==> src/rtl/btn_arb_pkg.sv <==
// btn_arb_pkg: shared state encoding and default sizing for the button command arbiter
package btn_arb_pkg;

    localparam int DEF_NUM_REQ        = 4;
    localparam int DEF_TIMEOUT_CYCLES = 255;

    typedef enum logic [1:0] {
        IDLE      = 2'd0,
        START     = 2'd1,
        WAIT_DONE = 2'd2
    } arb_state_t;

endpackage

==> src/rtl/release_detect.sv <==
// release_detect: turns a button release (1 -> 0) into a sticky pending flag
module release_detect (
    input  logic clk,
    input  logic reset,
    input  logic level,
    input  logic clr,
    output logic pend
);

    logic prev_level;

    // track the previous level; a fresh release beats a grant's clear so it is never lost
    always_ff @(posedge clk) begin
        if (reset) begin
            prev_level <= 1'b0;
            pend       <= 1'b0;
        end else begin
            prev_level <= level;
            pend       <= (prev_level && !level) ? 1'b1 : (clr ? 1'b0 : pend);
        end
    end

endmodule

==> src/rtl/btn_cmd_arbiter.sv <==
// btn_cmd_arbiter: round-robin grant of latched button commands onto one shared operation unit
module btn_cmd_arbiter
    import btn_arb_pkg::*;
#(
    parameter int NUM_REQ        = DEF_NUM_REQ,
    parameter int TIMEOUT_CYCLES = DEF_TIMEOUT_CYCLES
) (
    input  logic                       clk,
    input  logic                       reset,
    input  logic [NUM_REQ-1:0]         req_level,
    input  logic                       op_done,
    output logic                       op_start,
    output logic [$clog2(NUM_REQ)-1:0] op_sel,
    output logic                       busy,
    output logic [NUM_REQ-1:0]         pending,
    output logic                       timeout
);

    localparam int SEL_W = $clog2(NUM_REQ);
    localparam int CNT_W = $clog2(TIMEOUT_CYCLES + 1);
    localparam logic [CNT_W-1:0] CNT_MAX = CNT_W'(TIMEOUT_CYCLES - 1);

    arb_state_t         state;
    logic [SEL_W-1:0]   last_grant;
    logic [SEL_W-1:0]   winner;
    logic [CNT_W-1:0]   cnt;
    logic [NUM_REQ-1:0] clr;

    for (genvar i = 0; i < NUM_REQ; i++) begin : g_rd
        release_detect u_rd (
            .clk   (clk),
            .reset (reset),
            .level (req_level[i]),
            .clr   (clr[i]),
            .pend  (pending[i])
        );
    end

    // lowest pending index overall, overridden by the lowest pending index above last_grant (wrap-around search)
    always_comb begin
        winner = '0;
        for (int i = NUM_REQ - 1; i >= 0; i--)
            if (pending[i]) winner = SEL_W'(i);
        for (int i = NUM_REQ - 1; i >= 0; i--)
            if (pending[i] && SEL_W'(i) > last_grant) winner = SEL_W'(i);
    end

    // clear the winner's pending bit on the grant edge; outputs decoded from state
    always_comb begin
        clr = '0;
        if (state == IDLE && |pending) clr[winner] = 1'b1;
        op_start = (state == START);
        busy     = (state == START) || (state == WAIT_DONE);
        timeout  = (state == WAIT_DONE) && !op_done && (cnt == CNT_MAX);
    end

    // grant FSM with done/timeout handling; done beats timeout in the same cycle
    always_ff @(posedge clk) begin
        if (reset) begin
            state      <= IDLE;
            op_sel     <= '0;
            last_grant <= SEL_W'(NUM_REQ - 1);
            cnt        <= '0;
        end else begin
            case (state)
                IDLE: if (|pending) begin
                    op_sel     <= winner;
                    last_grant <= winner;
                    state      <= START;
                end
                START: begin
                    cnt   <= '0;
                    state <= WAIT_DONE;
                end
                WAIT_DONE: begin
                    if (op_done || cnt == CNT_MAX) state <= IDLE;
                    cnt <= (cnt == CNT_MAX) ? cnt : cnt + 1'b1;
                end
                default: state <= IDLE;
            endcase
        end
    end

endmodule

==> config.mk <==
export PLATFORM = sky130hd
export DESIGN_NAME = btn_cmd_arbiter
export DESIGN_NICKNAME = d
export VERILOG_FILES = /design/src/rtl/btn_arb_pkg.sv /design/src/rtl/release_detect.sv /design/src/rtl/btn_cmd_arbiter.sv
export SDC_FILE = /design/constraint.sdc
export NUM_CORES = 1
export LEC_CHECK = 0
export CAP_MARGIN = 10
export CORE_ASPECT_RATIO = 1.2
export CORE_MARGIN = 3
export CORE_UTILIZATION = 53
export CTS_CLUSTER_DIAMETER = 60
export CTS_CLUSTER_SIZE = 16
export DETAILED_ROUTE_END_ITERATION = 8
export GPL_ROUTABILITY_DRIVEN = 0
export PLACE_DENSITY = 0.78
export SYNTH_ARGS = -nofsm -noshare
export SYNTH_HDL_FRONTEND = slang
export SYNTH_SLANG_ARGS = --single-unit
export TNS_END_PERCENT = 10
==> constraint.sdc <==
create_clock -name clk -period 1.65 [get_ports clk]
set_clock_uncertainty 0.05 [all_clocks]
set_input_delay 0.4125 -clock clk [delete_from_list [all_inputs] [get_ports clk]]
set_output_delay 0.4125 -clock clk [all_outputs]
set_load 0.02 [all_outputs]
==> metrics <==
outcome finished, violations left; failing checks setup timing; grt ovf 0; Hold Crit Class register to register; Post-synth top flop dfxtp_1; vias per cell 5.63; Fmax achieved 556 MHz; Final Setup Violations 1; H-tree Lvls 1; clk sinks 22; critical-path maximum fanout 2; Worst Hold Depth 2; routed length per instance 13.9 microns; Slew Limit Headroom 0.707; Final ANT Viol Nets 0; Hold Buf Count CTS 0; CP Class register to primary output; total clock buffers created by CTS 3; initial antenna violation count 0; 1st-iter DRT viols 8; PortBufs 15; Synth Area in Simple Gates 0.229; Layout area overhead 34.5%; fin. max-slew vios 0; sequential area share after synthesis 0.385; clk_lat worst skew 300 ps; IO Count 16; Synth area leaders dfxtp_1, ha_1, a21oi_1, nand2_1, nand2b_1; largest family of logic cells by synthesized area compound AO/OA/AOI/OAI gates; clk buf depth 2; Worst Setup End Kind primary output; cells on worst reg2reg path 7; syn_area_per_cell 8.66 sq um; Critical Path AT 1340 ps; post-synthesis adder-cell area fraction 0.0547; area of the multi-input gates 688 sq um; post-synthesis net count 144; register area 447 sq um; Worst Max-Slew Pin Slew 440 ps; Root Buffer clkbuf_4; r2r endpoint cnt[5]; dpl cell area 1450 sq um; core footprint 1940 sq um; max_cap viols 0; most common library cell in the layout ignoring fill and taps buf_4; synth warn 0; post-layout min period 1800 ps; library cells used by synthesis 41; gr usage total 0.210; most frequent cells in the layout buf_4, dfxtp_1, nand2_1; Die Span Y 56.9 microns; Final period util 1.09; Inst Count DP 189; Post-synth ARST share 0; 1st-pass router iterations 4; Fin. Hold Viols 0; worst path required time 1190 ps; DR vias 1086; Crit path buffers/inverters 2; hold path endpoint op_sel[1]; first-pass GRT wire length 4620 microns; Reg-to-Reg Start state[0]; largest net degree at the start of global routing 13; xor/xnor share of the synthesized area 0.00766; Synth Area in Compound Gates 0.242; Reg2Reg Setup Slack 110 ps; CP max-delay cell dfxtp_2; clock-pin slew on the worst setup and hold paths 120 ps; unrepaired setup endpoints after global routing true; Starting Density 0.591; largest area contributor in the netlist dfxtp_1; CTS tree done; Routed WL 2680 microns; die width 48.4 microns; mux contribution to synthesized area 0.0175; FF+latch count, synth 22; cell area after layout 1540 sq um; NumNets Final 178; P_leak 0.636 nW; final hold slack 424 ps; DRC 0; pwr/cell area 845 nW/um^2; Antenna diodes 0; final cell count without fillers 193; startpoint types register; Mapped Cells 132; delay-heaviest family, CP simple AND/OR/NAND/NOR gates; number of flops mapped to enable cells by yosys 0; worst-path cell chain inv_2 -> ha_4 -> and3_4 -> nand2_4 -> nor2_4 -> buf_6; HPWL after DPL 2030 microns; hold_sp op_sel[1]; fillcell total 144; Worst path max stage delay 350 ps; Yosys top cell area share 0.385; post-synthesis instance area 1140 sq um; Worst Slack Setup Final -148 ps; worst vdd ir 0.654 mV; row count 17; number of global-route vias before repair 1155; share of cells above drive strength 1 0.285; Die Area 2750 sq um
==> cells in the mapped netlist (all sizes together) (3+ instances only) <==
master / instances
a21oi: 9
a31oi: 5
buf: 6
dfxtp: 22
ha: 5
inv: 6
nand2: 11
nand2b: 6
nand3: 5
nor2: 5
nor2b: 5
nor3: 4
o21a: 3
o21ai: 7
or3: 3
==> tightest hold or removal path, delay by kind of cell (launching register included) <==
| family | cells | cell delay (ps) |
|---|---|---|
| AO/OA/AOI/OAI | 1 | 60 |
| flip-flops | 1 | 330 |
| AND/OR/NAND/NOR | 1 | 50 |
==> report_power, final <==
part / switching, mW / internal [mW] / total, mW
combinational: 0.205 / 0.188 / 0.393
clock: 0.157 / 0.135 / 0.291
sequential: 0.0406 / 0.575 / 0.615
total: 0.402 / 0.897 / 1.30
==> how the worst max path moves through the flow <==
stage / from / end / slack, ps / cells after the start
after global placement: op_done / timeout / -490 / 4
after detailed placement: op_done / timeout / -480 / 4
after floorplan: cnt[1] / timeout / 70 / 4
after CTS: cnt[0] / timeout / -220 / 6
after global routing: cnt[0] / timeout / -210 / 6
final: cnt[0] / timeout / -150 / 6
==> cell families after synthesis <==
| family | Yosys count |
|---|---|
| AOI/OAI and AO/OA | 39 |
| xor gates and xnor gates | 1 |
| adders and majority gates | 5 |
| and+or+nand+nor | 48 |
| buffers and inverters | 15 |
| muxes | 2 |
| DFF | 22 |
==> state kept, by name, summed over array words and instances (netlist names) <==
register and cells:
cnt 8, g_rd.u_rd.pend 4, g_rd.u_rd.prev_level 4, last_grant 2, op_sel 2, state 2
==> per-stage QoR <==
stage | util | power (mW) | worst slack [ps] | TNS [ps]
2_1_floorplan | - | 0.843 | 68.2 | 0
3_3_place_gp | 0.749 | 0.994 | -493 | -1130
3_5_place_dp | 0.749 | 1.01 | -475 | -1610
4_1_cts | 0.767 | 1.29 | -219 | -219
5_1_grt | 0.794 | 1.38 | -212 | -322
6_report | 0.794 | 1.30 | -148 | -148
==> what timing repair did <==
action,CTS,global route
gates resized for setup,26,13
buffers inserted,0,0
pin swaps,1,3
endpoints found under the hold margin,0,0
endpoints found under the setup margin,10,11
==> area by class of cell <==
class	instances	area share
multi-input cells	95	0.448
inverters	7	0.0171
repair buffers	37	0.199
well taps	28	0.0228
flip-flops and latches	22	0.290
clock buffers	4	0.0236
==> metal layers <==
metal / track usage / part of all wire / vias up / wire length, microns
li1: - / - / 539 / -
met1: 0.210 / 0.39 / 518 / 1050
met2: 0.409 / 0.56 / 19 / 1510
met3: 0.0239 / 0.019 / 10 / 50
met4: 0.122 / 0.028 / 0 / 76
met5: 0 / 0 / - / 0
No activity file was read; power rests on OpenSTA's default activity.
